===== src/rtl/id_ex_stage_if.sv =====
// rtl/id_ex_stage_if.sv - decode-side operand bus into, and registered EX-side bus out of, the ID/EX stage
interface id_ex_stage_if #(
    parameter int XLEN   = 32,
    parameter int CTRL_W = 21
);
    logic [CTRL_W-1:0] id_ctrl;
    logic [XLEN-1:0]   id_instr;
    logic [XLEN-1:0]   id_pc;
    logic [XLEN-1:0]   id_rs1_data;
    logic [XLEN-1:0]   id_rs2_data;

    logic              ex_valid;
    logic [CTRL_W-1:0] ex_ctrl;
    logic [XLEN-1:0]   ex_instr;
    logic [XLEN-1:0]   ex_pc;
    logic [XLEN-1:0]   ex_rs1_data;
    logic [XLEN-1:0]   ex_rs2_data;
    logic [4:0]        ex_rd;
    logic [4:0]        ex_rs1;
    logic [4:0]        ex_rs2;

    modport master (
        output id_ctrl, id_instr, id_pc, id_rs1_data, id_rs2_data,
        input  ex_valid, ex_ctrl, ex_instr, ex_pc, ex_rs1_data, ex_rs2_data,
               ex_rd, ex_rs1, ex_rs2
    );

    modport slave (
        input  id_ctrl, id_instr, id_pc, id_rs1_data, id_rs2_data,
        output ex_valid, ex_ctrl, ex_instr, ex_pc, ex_rs1_data, ex_rs2_data,
               ex_rd, ex_rs1, ex_rs2
    );
endinterface


===== src/rtl/id_ex_stage.sv =====
// rtl/id_ex_stage.sv - ID/EX pipeline register with load-use bubble and flush squash
// Optional ID_EX_PERF_EN adds saturating bubble_count/flush_count outputs.
module id_ex_stage #(
    parameter int XLEN   = 32,
    parameter int CTRL_W = 21
) (
    input  logic            clk,
    input  logic            reset_n,
    id_ex_stage_if.slave    bus,
    input  logic            ex_flush,
    input  logic            ext_hold,
    output logic            hazard_stall
`ifdef ID_EX_PERF_EN
    ,
    output logic [31:0]     bubble_count,
    output logic [31:0]     flush_count
`endif
);
    localparam logic [6:0] OP_LUI    = 7'b0110111;
    localparam logic [6:0] OP_JAL    = 7'b1101111;
    localparam logic [6:0] OP_AUIPC  = 7'b0010111;
    localparam logic [6:0] OP_REG    = 7'b0110011;
    localparam logic [6:0] OP_STORE  = 7'b0100011;
    localparam logic [6:0] OP_BRANCH = 7'b1100011;

    logic              valid_q;
    logic [CTRL_W-1:0] ctrl_q;
    logic [XLEN-1:0]   instr_q;
    logic [XLEN-1:0]   pc_q;
    logic [XLEN-1:0]   rs1_data_q;
    logic [XLEN-1:0]   rs2_data_q;

    logic [6:0] id_opcode;
    logic [4:0] id_rs1;
    logic [4:0] id_rs2;
    logic [4:0] ex_rd;
    logic       rs1_used;
    logic       rs2_used;
    logic       load_use;
    logic       bubble;

    assign id_opcode = bus.id_instr[6:0];
    assign id_rs1    = bus.id_instr[19:15];
    assign id_rs2    = bus.id_instr[24:20];
    assign ex_rd     = instr_q[11:7];

    assign rs1_used = !((id_opcode == OP_LUI) || (id_opcode == OP_JAL) || (id_opcode == OP_AUIPC));
    assign rs2_used = (id_opcode == OP_REG) || (id_opcode == OP_STORE) || (id_opcode == OP_BRANCH);

    assign load_use = valid_q && ctrl_q[16] && (ex_rd != 5'd0) &&
                      ((rs1_used && (ex_rd == id_rs1)) || (rs2_used && (ex_rd == id_rs2)));

    // A flush must let the fetch redirect through, so it masks the load-use stall.
    assign hazard_stall = reset_n && (ext_hold || (!ex_flush && load_use));
    assign bubble       = ex_flush || load_use;

    always_ff @(posedge clk or negedge reset_n) begin
        if (!reset_n) begin
            valid_q    <= 1'b0;
            ctrl_q     <= '0;
            instr_q    <= '0;
            pc_q       <= '0;
            rs1_data_q <= '0;
            rs2_data_q <= '0;
        end else if (!ext_hold) begin
            if (bubble) begin
                valid_q    <= 1'b0;
                ctrl_q     <= '0;
                instr_q    <= '0;
                pc_q       <= '0;
                rs1_data_q <= '0;
                rs2_data_q <= '0;
            end else begin
                valid_q    <= 1'b1;
                ctrl_q     <= bus.id_ctrl;
                instr_q    <= bus.id_instr;
                pc_q       <= bus.id_pc;
                rs1_data_q <= bus.id_rs1_data;
                rs2_data_q <= bus.id_rs2_data;
            end
        end
    end

`ifdef ID_EX_PERF_EN
    always_ff @(posedge clk or negedge reset_n) begin
        if (!reset_n) begin
            bubble_count <= '0;
            flush_count  <= '0;
        end else if (!ext_hold) begin
            if (ex_flush) begin
                if (flush_count != 32'hFFFF_FFFF) flush_count <= flush_count + 32'd1;
            end else if (load_use) begin
                if (bubble_count != 32'hFFFF_FFFF) bubble_count <= bubble_count + 32'd1;
            end
        end
    end
`endif

    assign bus.ex_valid    = valid_q;
    assign bus.ex_ctrl     = ctrl_q;
    assign bus.ex_instr    = instr_q;
    assign bus.ex_pc       = pc_q;
    assign bus.ex_rs1_data = rs1_data_q;
    assign bus.ex_rs2_data = rs2_data_q;
    assign bus.ex_rd       = instr_q[11:7];
    assign bus.ex_rs1      = instr_q[19:15];
    assign bus.ex_rs2      = instr_q[24:20];
endmodule


===== src/flat_wrapper.sv =====
// flat-port wrapper written by rule: the top's interface ports become plain ports
module id_ex_stage_flat 
#(
    parameter int XLEN   = 32,
    parameter int CTRL_W = 21
)
  (clk, reset_n, ex_flush, ext_hold, hazard_stall, bus_id_ctrl, bus_id_instr, bus_id_pc, bus_id_rs1_data, bus_id_rs2_data, bus_ex_valid, bus_ex_ctrl, bus_ex_instr, bus_ex_pc, bus_ex_rs1_data, bus_ex_rs2_data, bus_ex_rd, bus_ex_rs1, bus_ex_rs2);
  id_ex_stage_if #(.XLEN(XLEN), .CTRL_W(CTRL_W)) bus_i ();
  input  logic clk;
  input  logic reset_n;
  input  logic ex_flush;
  input  logic ext_hold;
  output logic hazard_stall;
  input wire logic [$bits(bus_i.id_ctrl)-1:0] bus_id_ctrl;
  input wire logic [$bits(bus_i.id_instr)-1:0] bus_id_instr;
  input wire logic [$bits(bus_i.id_pc)-1:0] bus_id_pc;
  input wire logic [$bits(bus_i.id_rs1_data)-1:0] bus_id_rs1_data;
  input wire logic [$bits(bus_i.id_rs2_data)-1:0] bus_id_rs2_data;
  output wire logic [$bits(bus_i.ex_valid)-1:0] bus_ex_valid;
  output wire logic [$bits(bus_i.ex_ctrl)-1:0] bus_ex_ctrl;
  output wire logic [$bits(bus_i.ex_instr)-1:0] bus_ex_instr;
  output wire logic [$bits(bus_i.ex_pc)-1:0] bus_ex_pc;
  output wire logic [$bits(bus_i.ex_rs1_data)-1:0] bus_ex_rs1_data;
  output wire logic [$bits(bus_i.ex_rs2_data)-1:0] bus_ex_rs2_data;
  output wire logic [$bits(bus_i.ex_rd)-1:0] bus_ex_rd;
  output wire logic [$bits(bus_i.ex_rs1)-1:0] bus_ex_rs1;
  output wire logic [$bits(bus_i.ex_rs2)-1:0] bus_ex_rs2;
  assign bus_i.id_ctrl = bus_id_ctrl;
  assign bus_i.id_instr = bus_id_instr;
  assign bus_i.id_pc = bus_id_pc;
  assign bus_i.id_rs1_data = bus_id_rs1_data;
  assign bus_i.id_rs2_data = bus_id_rs2_data;
  assign bus_ex_valid = bus_i.ex_valid;
  assign bus_ex_ctrl = bus_i.ex_ctrl;
  assign bus_ex_instr = bus_i.ex_instr;
  assign bus_ex_pc = bus_i.ex_pc;
  assign bus_ex_rs1_data = bus_i.ex_rs1_data;
  assign bus_ex_rs2_data = bus_i.ex_rs2_data;
  assign bus_ex_rd = bus_i.ex_rd;
  assign bus_ex_rs1 = bus_i.ex_rs1;
  assign bus_ex_rs2 = bus_i.ex_rs2;
  id_ex_stage #(.XLEN(XLEN), .CTRL_W(CTRL_W)) u_core (.clk(clk), .reset_n(reset_n), .bus(bus_i), .ex_flush(ex_flush), .ext_hold(ext_hold), .hazard_stall(hazard_stall));
endmodule

===== config.mk =====
export PLATFORM = sky130hd
export DESIGN_NAME = id_ex_stage_flat
export DESIGN_NICKNAME = d
export VERILOG_FILES = /design/src/rtl/id_ex_stage_if.sv /design/src/rtl/id_ex_stage.sv /design/src/flat_wrapper.sv
export SDC_FILE = /design/constraint.sdc
export NUM_CORES = 1
export LEC_CHECK = 0
export ABC_AREA = 1
export CORE_MARGIN = 1
export CORE_UTILIZATION = 43
export CTS_CLUSTER_DIAMETER = 100
export DETAILED_ROUTE_END_ITERATION = 8
export PLACE_DENSITY = 0.92
export REMOVE_ABC_BUFFERS = 1
export SYNTH_ARGS = -nofsm -noshare
export SYNTH_HDL_FRONTEND = slang
export SYNTH_SLANG_ARGS = --single-unit
export TNS_END_PERCENT = 1

===== constraint.sdc =====
create_clock -name clk -period 3.3 [get_ports clk]
set_input_delay 0.495 -clock clk [delete_from_list [all_inputs] [get_ports clk]]
set_output_delay 0.495 -clock clk [all_outputs]
set_load 0.05 [all_outputs]

* Word level (Yosys, flattened, before mapping) *
Cells that the tools add are included.

operators by class
  equal/unequal tests = 8
  mux-type cells = 6
  reductions and logical operators = 17

operators by type and width
  kind                                                                   count
  32-bit 2-to-1 mux                                                      4
  7-bit by 6-bit equality test with 1-bit output, second input constant  3
  21-bit 2-to-1 mux                                                      1
  7-bit equality test, second input constant                             2
  5-bit equality test                                                    2
  7-bit by 5-bit equality test with 1-bit output, second input constant  1
  1-bit logical AND                                                      7
  1-bit logical OR                                                       7
  5-bit nonzero test                                                     1
  1-bit logical NOT                                                      2
  1-bit 2-to-1 mux                                                       1

storage, ports and cells
  register bits = 150
  bits of input ports = 153
  output and inout port bits = 166
  word-level logic and storage cells = 37

* Logic depth before layout (Yosys ltp) *
Gate-level depths: netlist of the first run.

  word-level depth = 10
  depth in mapped cells = 12
  gate-level depth less buffers = 10

* Worst setup path after synthesis of the first run *
Ideal clock, no wire load.

  path kind = reg-to-output
  start = register u_core.instr_q[9] (netlist: u_core.bus.ex_instr[9])
  end = output port hazard_stall
  arrival = 2.006 ns
  data required time = 2.805 ns
  path slack = 0.799 ns
  cell stages (with the launch flop) = 8
  buffers on the path = 0
  cells stage by stage = dfrtp_1 -> xnor2_1 -> nand2_1 -> nor2_1 -> nand2_1 -> nand2_2 -> nand3_1 -> a21oi_1

between the ends
  longest elaborated chain between the ends = 7
  elaborated cells between the ends (all ways) = 11
  those cells by class = 2 x eq/ne; 9 x reduce/logical

ends and longest elaborated chain
  what                      RTL line            source
  start: declaration        id_ex_stage.sv:28   logic [XLEN-1:0] instr_q;
  start signal: assignment  id_ex_stage.sv:76   instr_q <= bus.id_instr;
  5-bit equality test       id_ex_stage.sv:51   ((rs1_used && (ex_rd == id_rs1)) || (rs2_used && (ex_rd == id_rs2)));
  1-bit logical AND         id_ex_stage.sv:51
  1-bit logical OR          id_ex_stage.sv:51
  1-bit logical AND (*)     id_ex_stage.sv:50   assign load_use = valid_q && ctrl_q[16] && (ex_rd != 5'd0) &&
  1-bit logical AND (*)     id_ex_stage.sv:54   assign hazard_stall = reset_n && (ext_hold || (!ex_flush && load_use));
  1-bit logical OR (*)      id_ex_stage.sv:54
  1-bit logical AND (*)     id_ex_stage.sv:54
  end: declaration          flat_wrapper.sv:13  output logic hazard_stall;

Mark *: on every way between the ends. The rest lies on a longest branch, timed or not.

* Worst setup path after layout of the first run *
  start = input port bus_id_instr[21]
  end = output port hazard_stall

between the ends
  longest elaborated chain between the ends = 7

ends and longest elaborated chain
  what                 RTL line            source
  start: declaration   flat_wrapper.sv:15  input wire logic [$bits(bus_i.id_instr)-1:0] bus_id_instr;
  5-bit equality test  id_ex_stage.sv:51
  1-bit logical AND    id_ex_stage.sv:51
  1-bit logical OR     id_ex_stage.sv:51
  1-bit logical AND    id_ex_stage.sv:50
  1-bit logical AND    id_ex_stage.sv:54
  1-bit logical OR     id_ex_stage.sv:54
  1-bit logical AND    id_ex_stage.sv:54

No other way between the ends.

==> flow_summary.yaml, run 1 <==
route:
  ant_nets: 0
  routed-via-count: 6060
  drt_iter0_drc: 486
  dr.pass1.iters: 5
  drc: 0
  avgViaCountPerCell: 5.13
  routed_wl_um: 19900
  drt-wirelength-per-cell_um: 16.8
flow_run:
  maxCapViolCount: 0
timing:
  final_max_slew_viol_count: 0
  setup_slack_ns: 0.773
  tightest_slew_ns: 0.802
  max_slew_margin_pct: 46.5
  max_freq_ghz: 0.396
  period_needed_ns: 2.53
  fin_crit_sh_pct: 76.6
  skew_ns: 0.00855
  hold_viol: 0
  rsz0062_at_grt: "no"
  setup_violations: 0
power:
  leakage_nw: 4.88
  power_mw: 5.41
  ir_worst_vdd_v: 0.000308
  p_per_area_nw_per_um2: 539
clocking:
  root_buffer: "clkbuf_16"
  post_cts_resized: 0
  clk_latency_ns: 0.41
  cts_tree: "built"
  htree_levels: 4
  clkSinkCount: 150
  cts.clk_slew.worst_paths_ns: 0.06
  cts_buffer_depth: 2
  cts_made_buffers: 17
global_route:
  gr-total-overflow: 0
  grt_pass1_vias: 6114
  grt_max_degree: 151
  grt_usage_pct: 26.5
  antenna_found_initial: 0
  grt_pass1_wl_um: 30700
logic_synthesis:
  synth-xor-area-share_pct: 1.25
  synth_top_cell_area_share_pct: 59.3
  synth.distinct_cells: 18
  synthAdderAreaFrac_pct: 0
  synth-compound-area-share_pct: 0.198
  synth_top_family_by_area: "simple AND/OR/NAND/NOR gates"
  synth_seq_cells: 150
  synthMuxAreaShare_pct: 0
  avgSynthCellArea_um2: 8.90
  yosys_warnings: 0
  synth_top_cell_by_area: "dfrtp_1"
  ys_seq_area_share_pct: 59.3
  yosys.area_share.simple_pct: 32.4
  synthTopCellsByArea: "dfrtp_1 59%, nand2_1 19%, nand3_1 11%, buf_4 1.8%, buf_6 1.8%"
  netlist_area_um2: 6330
  syn_inst: 711
die:
  fp.dieW_um: 123
  core_um2: 14100
  die_h_um: 123
  num_rows: 43
  dieArea_um2: 15200
  io_pins: 319
  start_util_pct: 44.9
run_status:
  outcome: "complete, no violations"
place:
  post-place-ws_ns: 0.777
  post-dp-hpwl_um: 13300
  place.gp.congestion: 0.788
  io_buffers: 318
min_path:
  hold_depth: 3
  holdCritPathClass: "primary input to flip-flop"
worst_setup_path:
  worstSetupPathType: "primary input to output pin"
  rr_worst_depth: 9
  crit_arrival_ns: 2.03
  crit_required_ns: 2.80
  crit_path_end_kind: "output pin"
  cp_max_fo: 2
  cp-start-kind: "primary input"
cells_and_area:
  area_growth_pct: 58.6
  fin_nets: 1144
  drive_above_1_share_pct: 5.19
  antenna_cells: 0
-- Yosys cell counts, drive strengths merged --
| cell | instances |
|---|---|
| a21oi | 1 |
| clkbuf | 21 |
| buf | 43 |
| dfrtp | 150 |
| nor3 | 1 |
| nand3 | 155 |
| xnor2 | 5 |
| o21a | 1 |
| nand2 | 315 |
| xor2 | 4 |
| inv | 7 |
| nor2 | 8 |
-- metrics by stage --
step	instance area (um^2)	utilization [%]	hold WS (ns)	std cells	TNS, ns
2_1_floorplan	5920	-	0.199	647	-369.03
3_3_place_gp	9430	66.9	0.388	1151	0
3_5_place_dp	9430	66.9	0.391	1151	0
4_1_cts	10000	71.2	0.380	1182	0
5_1_grt	10000	71.2	0.395	1182	0
6_report	10000	71.2	0.400	1182	0
-- state kept, by name, indices dropped and copies added, names as in the netlist --
name,flops
u_core.bus.ex_instr,32
u_core.bus.ex_pc,32
u_core.bus.ex_rs1_data,32
u_core.bus.ex_rs2_data,32
u_core.bus.ex_ctrl,21
u_core.bus.ex_valid,1
-- placed cells by master, fill, tap and decap left out, drive strengths merged --
master,count
dlygate4sd3,1
inv,7
nand2,315
dfrtp,150
clkbuf,18
xor2,4
bufinv,3
xnor2,5
a21oi,1
nor3,1
clkinv,5
nand3,155
clkdlybuf4s50,315
buf,9
clkinvlp,4
o21a,1
nor2,8
-- critical path, cell delays in order --
cell             delay [ns]
clkdlybuf4s50_1        0.53
xnor2_1                0.16
nand2_1                0.12
nor2_1                 0.13
nand2_1                0.08
nand2_2                0.10
nand3_1                0.07
a21oi_1                0.13
buf_4                  0.21
-- cell type report --
class                      count  area (um^2)
tap                          180          225
clock inverter                12          156
clock buffer                  18          439
sequential                   150         3750
fill                         981         4060
inverter                       7         26.3
multi-input combinational    490         2150
timing repair buffer         325         3280
-- timing repair --
item	CTS	global route
hold buffers	1	0
endpoints found under the hold margin	30	0
setup buffers	0	0
-- final timing paths --
kind / endpoint / slack (ns) / from
worst max-delay path: hazard_stall / 0.77 / bus_id_instr[21]
worst min-delay path: u_core.bus.ex_instr[2]$_DFFE_PN0N_ / 0.40 / ext_hold
worst max register to register: u_core.bus.ex_rs1_data[20]$_DFFE_PN0N_ / 1.31 / u_core.bus.ex_instr[8]$_DFFE_PN0N_
worst min register to register: u_core.bus.ex_rs2_data[13]$_DFFE_PN0N_ / 0.48 / u_core.bus.ex_rs2_data[13]$_DFFE_PN0N_
max in group asynchronous: u_core.bus.ex_pc[0]$_DFFE_PN0N_ / 1.67 / reset_n
min in group asynchronous: u_core.bus.ex_ctrl[2]$_DFFE_PN0N_ / 0.53 / reset_n
-- cell families after synthesis --
kind of cell | Yosys count
AO/OA/AOI/OAI | 2
XOR/XNOR | 9
buffers and inverters | 71
flip-flops | 150
AND/OR/NAND/NOR | 479
-- report_power, final --
part | leakage, nW | internal (mW) | switching, mW
logic | 2.65 | 0.505 | 0.874
registers | 1.95 | 1.98 | 0.0970
clock network | 0.280 | 1.20 | 0.755
-- layer usage --
metal | global-route usage, % | share of wire, % | vias up
met3 | 8.81 | 9.7 | 46
met5 | 0 | 0 | -
li1 | - | - | 2807
met2 | 45.9 | 51 | 315
met1 | 29.7 | 37 | 2892
met4 | 11.3 | 3.1 | 0
(Power assumes the default switching activity.)
==> run 2, diff against run 1 <==
- CORE_UTILIZATION: 43 -> 36
- PLACE_DENSITY: 0.92 -> 0.83
- clock period: 3.3 -> 2.08 ns (I/O delays scaled with it)
==> run 2 against run 1 <==
Compared with the run above: hold slack got worse by 0.38 ns; clock power grew 57%; largest cell class unchanged; the flow now finishes with violations (setup timing); clock skew rose by 0.0075 ns; wire length fell by 3.8%.
==> flow_summary.yaml, run 2 (synthesized netlist as in run 1, its figures left out) <==
run_status:
  outcome: "finished, violations left"
  failed_checks: "setup timing"
worst_setup_path:
  path_delay_family: "flip-flops"
  cp_cell_sequence: "xor2_1 -> nor2_1 -> nand3_1 -> nand2_2 -> nand3_2 -> a21oi_4 -> buf_12"
  crit_arrival_ns: 1.81
  worstSetupPathType: "flip-flop to output pin"
  crit_path_end_kind: "output pin"
  slowest_delay_ns: 0.45
  path_buf_inv: 1
  cpMaxStageDelayCell: "dfrtp_2"
  crit_required_ns: 1.77
  cp_max_fo: 5
  cp-start-kind: "flip-flop"
route:
  avgViaCountPerCell: 4.78
  drt_iter0_drc: 262
  routed-via-count: 5971
  drc: 0
  drt-wirelength-per-cell_um: 15.3
  ant_nets: 0
  dr.pass1.iters: 5
  routed_wl_um: 19200
timing:
  rsz0062_at_grt: "yes"
  max_slew_margin_pct: 52.0
  hold_viol: 0
  setup_violations: 1
  tightest_slew_ns: 0.720
  skew_ns: 0.0161
  final_max_slew_viol_count: 0
  fin_crit_sh_pct: 102
  period_needed_ns: 2.12
  max_freq_ghz: 0.471
  setup_slack_ns: -0.0440
clocking:
  cts_buffer_depth: 2
  root_buffer: "clkbuf_16"
  clkSinkCount: 150
  cts.clk_slew.worst_paths_ns: 0.06
  cts_tree: "built"
  htree_levels: 4
  cts_made_buffers: 17
  clk_latency_ns: 0.42
global_route:
  grt_usage_pct: 21.4
  antenna_found_initial: 0
  grt_max_degree: 134
  grt_pass1_vias: 5950
  grt_pass1_wl_um: 30100
  gr-total-overflow: 0
place:
  place.gp.congestion: 0.817
  post-dp-hpwl_um: 13100
  place_area_um2: 9650
  io_buffers: 318
  post-place-ws_ns: -0.0409
cells_and_area:
  fillers: 1435
  design_area_um2: 10400
  area_growth_pct: 63.8
  antenna_cells: 0
  final_cell_mix: "310 x nand2_1, 310 x clkdlybuf4s50_1, 145 x dfrtp_1"
  fin_nets: 1164
  drive_above_1_share_pct: 8.89
die:
  num_rows: 48
  dieArea_um2: 18100
  fp.dieW_um: 135
  start_util_pct: 36.7
  die_h_um: 135
  core_um2: 17200
  io_pins: 319
power:
  ir_worst_vdd_v: 0.000513
  leakage_nw: 5.04
  p_per_area_nw_per_um2: 828
min_path:
  holdCritPathClass: "primary input to asynchronous set/reset pin"
flow_run:
  maxCapViolCount: 0
## run 2: cell type report
type | instances | area (um^2) | share of cell area [%]
clock buffer | 19 | 443 | 4.27
sequential | 150 | 3760 | 36.3
timing repair buffer | 345 | 3510 | 33.8
clock inverter | 13 | 143 | 1.38
multi-input combinational | 490 | 2210 | 21.3
inverter | 7 | 26.3 | 0.253
tap | 225 | 282 | 2.72
## run 2: what timing repair did
item                                    in CTS  in global routing
setup buffers                                7                  1
gates resized for setup                     15                  9
endpoints found under the setup margin       8                  1
pin swaps                                    7                 11
hold buffers                                 0                  0
## run 2: through the flow
stage	setup TNS, ns	power, mW	util, %	cells	hold slack (ns)
finish	-0.0440	8.59	60.1	1249	0.0218
global route	-2.88	8.95	60.1	1249	0.0740
CTS	-0.0652	8.66	59.9	1248	0.0681
floorplan	-525.12	4.50	-	647	0.0164
detailed placement	-0.234	5.55	56.0	1209	0.464
global placement	-0.204	5.52	56.0	1209	0.461
## run 2: where the power goes
group          switching, mW  internal [mW]  leakage, nW  total, mW
Combinational           1.39          0.842         2.81       2.23
Clock                   1.25           1.81        0.285       3.07
Sequential             0.145           3.14         1.95       3.29
Total                   2.79           5.80         5.04       8.59
## run 2: final timing paths
path | from | to | slack (ns) | depth (start not counted)
setup / recovery | u_core.bus.ex_instr[10]$_DFFE_PN0N_ | hazard_stall | -0.04 | 7
hold / removal | reset_n | u_core.bus.ex_rs2_data[8]$_DFFE_PN0N_ | 0.02 | 2
setup reg to reg | u_core.bus.ex_instr[10]$_DFFE_PN0N_ | u_core.bus.ex_rs1_data[19]$_DFFE_PN0N_ | 0.05 | 11
hold reg to reg | u_core.bus.ex_rs2_data[22]$_DFFE_PN0N_ | u_core.bus.ex_rs2_data[22]$_DFFE_PN0N_ | 0.48 | 2
max in group asynchronous | reset_n | u_core.bus.ex_pc[2]$_DFFE_PN0N_ | 1.34 | 3
min in group clk | ext_hold | u_core.bus.ex_ctrl[4]$_DFFE_PN0N_ | 0.22 | 3
## run 2: metal layers
layer,track usage [%],vias up,routed length [um]
met3,7.85,44,1510
met2,35.1,242,9310
li1,-,2852,-
met5,0,-,0
met1,25.1,2833,7750
met4,9.30,0,582
==> patch, RTL diff (settings of run 2) <==
`XLEN` is set to 32 in 3 places; all go to 40.
--- a/src/rtl/id_ex_stage_if.sv
+++ b/src/rtl/id_ex_stage_if.sv
@@ -1,6 +1,6 @@
 // rtl/id_ex_stage_if.sv - decode-side operand bus into, and registered EX-side bus out of, the ID/EX stage
 interface id_ex_stage_if #(
-    parameter int XLEN   = 32,
+    parameter int XLEN   = 40,
     parameter int CTRL_W = 21
 );
     logic [CTRL_W-1:0] id_ctrl;
--- a/src/rtl/id_ex_stage.sv
+++ b/src/rtl/id_ex_stage.sv
@@ -1,7 +1,7 @@
 // rtl/id_ex_stage.sv - ID/EX pipeline register with load-use bubble and flush squash
 // Optional ID_EX_PERF_EN adds saturating bubble_count/flush_count outputs.
 module id_ex_stage #(
-    parameter int XLEN   = 32,
+    parameter int XLEN   = 40,
     parameter int CTRL_W = 21
 ) (
     input  logic            clk,
--- a/src/flat_wrapper.sv
+++ b/src/flat_wrapper.sv
@@ -1,7 +1,7 @@
 // flat-port wrapper written by rule: the top's interface ports become plain ports
 module id_ex_stage_flat 
 #(
-    parameter int XLEN   = 32,
+    parameter int XLEN   = 40,
     parameter int CTRL_W = 21
 )
   (clk, reset_n, ex_flush, ext_hold, hazard_stall, bus_id_ctrl, bus_id_instr, bus_id_pc, bus_id_rs1_data, bus_id_rs2_data, bus_ex_valid, bus_ex_ctrl, bus_ex_instr, bus_ex_pc, bus_ex_rs1_data, bus_ex_rs2_data, bus_ex_rd, bus_ex_rs1, bus_ex_rs2);
Ports: changed (8 resized); port bits go from 319 to 383. No check against the original RTL was run, so the function may have changed too.
==> patch against run 2 <==
- the flow still finishes with violations (setup timing)
- count of clock-buffer cells in the layout fell by 1
- design area rose by 21%
- routed wire length rose by 25%
- critical path depth rose by 2
- final cell count rose by 20%
- area after synthesis rose by 25%
- sequential cell count rose by 32
- setup slack got worse by 46 ps
- critical endpoint unchanged
- die area rose by 24%
- critical path type unchanged
- clock power rose by 6%
- total power rose by 15%
==> patch: results (changes against run 2) <==
- The hold path startpoint is ext_hold.
- The leakage power figure is 0.00607 uW (+20%).
- The number of warning messages in the yosys log is 0 (unchanged).
- The total global routing track utilization is 21.1% (-0.31 points).
- The final worst slack is -89.6 ps (-45.6 ps).
- The power consumed by combinational cells is 2670 uW (+20%).
- The overall power came to 9890 uW (+15%).
- The setup slack on the worst flop-to-flop path came to 240 ps (+190 ps).
- The met2 routed wirelength came to 11900 um (+28%).
- The count of distinct cell types in the synthesized netlist is 19 (+1).
- The CTS clock-pin slew for the worst setup and hold paths is around 70 ps.
- The number of global-route vias before repair came to 7054 (+19%).
- The placed instance area is 11900 um^2 (+23%).
- The wire length of the first global-routing pass is 36800 um (+22%).
- The sequential cell area fraction in the yosys report is 57.8% (-1.5 points).
- The fraction of layout instances using a drive strength above 1 is 9.81% (+0.93 points).
- The cell internal power dissipation was 6530 uW (+13%).
- The commonest cells after synthesis are nand2_1, dfrtp_1, nand3_1.
- The routed length per placed instance is 16.0 um (+4.2%).
- The startpoint identified for the worst register-to-register timing path is u_core.bus.ex_instr[7].
- The non-filler instance count after layout is 1499 (+20%).
- The worst setup slack after placement came to -167 ps (-126 ps).
- The number of DRC violations after detailed-routing iteration 0 is 305 (+16%).
- The met3 global-route usage was 7.50% (-0.35 points).
- The total number of vias came to 7207 (+21%).
- The final reports fail on setup timing.
- The met2 track demand over resource is 35.7% (+0.57 points).
- The largest net degree at the start of global routing is 100 (-25%).
- The clock latency on the worst-skew pair was 420 ps (about the same).
- The arrival time at the worst endpoint is 1860 ps (+50 ps).
- The number of cells on the worst hold path is 3.
- The clock network fraction of total power came to 32.8% (-2.9 points).
- The run finished, with violations left.
- The core utilization of the finished layout is 59.0% (-1.2 points).
- The actual slew at the worst max-slew pin is 556 ps (-164 ps).
- The number of port buffers is 382 (+20%).
- The mean instance size in the synthesized netlist is 9.27 um^2 (+4.2%).
- The number of setup violations in the final report is 1 (unchanged).
- The startpoint type of the worst setup path is a flop.
- The largest driver fanout on the critical path is 3 (-2).
- The tree is rooted in a clkbuf_16.
- The post-route worst hold slack is 275 ps (+254 ps).
- The layout net count is 1395 (+20%).
- By area the synthesized netlist is led by dfrtp_1, nand2_1, nand3_1.
- The maximum VDD drop came to 0.000518 V (+0.88%).
- The routed length on met3 is 2230 um (+47%).
- The detailed router used layers up to and including met4.
- The total negative slack came to -89.6 ps (-45.6 ps).
- The maximum clock path buffer count is 2 (unchanged).
- The clock tree skew after final layout is 13.3 ps (-2.80 ps).
- The placed instance count came to 1462 (+21%).
- The worst hold path class is in -> reg.
- The global routing met1 resource utilization came to 24.7% (-0.34 points).
- The endpoint of the worst register-to-register path is u_core.bus.ex_rs1_data[26].
- The met1 routed wirelength after detailed routing is 9370 um (+21%).
- The placer congestion estimate is 0.807 (-1.3%).
- The detailed placement HPWL is 17200 um (+31%).
- The initial antenna violation count is 1 (+1).
-- patch: cell count changes in the layout (fill, tap and decap cells not counted), sizes merged --
cell	delta
dlygate4sd3	+1
bufinv	-1
clkinvlp	-1
dlymetal6s2s	+3
nand3	+32
nand2	+64
diode	+1
dlygate4sd2	+2
buf	+5
clkdlybuf4s50	+59
inv	+3
dfrtp	+32
-- patch: layout make-up --
class | count | area [um^2]
Sequential cell | 182 | 4560
Clock inverter | 14 | 161
Antenna cell | 1 | 2.50
Multi-Input combinational cell | 586 | 2770
Timing Repair Buffer | 416 | 4230
Clock buffer | 18 | 429
Inverter | 7 | 26.3
Fill cell | 1822 | 8700
Tap cell | 275 | 344
-- patch: how the worst max path moves through the flow --
stage	to	slack [ps]	cells past startpoint
6_report	hazard_stall	-90	9
5_1_grt	hazard_stall	-230	9
4_1_cts	hazard_stall	-110	9
3_5_place_dp	hazard_stall	-170	9
3_3_place_gp	hazard_stall	-150	9
2_1_floorplan	u_core.bus.ex_ctrl[0]	-5520	3
-- patch: cells by family (layout without fill, tap and decap cells) --
family          after synthesis  after routing  synth area share, %
compound gates                2              2                0.159
xor+xnor                      9              9                 1.00
buf+inv                      82            455                 7.64
simple gates                575            575                 33.4
flops                       182            182                 57.8
other cells                   0              1                    0
-- patch: worst max-delay path: stages, from the launching register on --
cell     delay [ps]
dfrtp_2         460
buf_12          140
xnor2_2         110
nand2_1          60
nor2_1          100
nand3_1          90
nand2_2         100
nand3_2          80
a21oi_4         150
buf_12          150
-- patch: what timing repair did --
action,4_1_cts,5_1_grt
buffers inserted,3,0
hold buffers,1,0
pin swaps,5,1
endpoints found under the hold margin,85,0
gates resized for setup,11,4
endpoints found under the setup margin,9,4
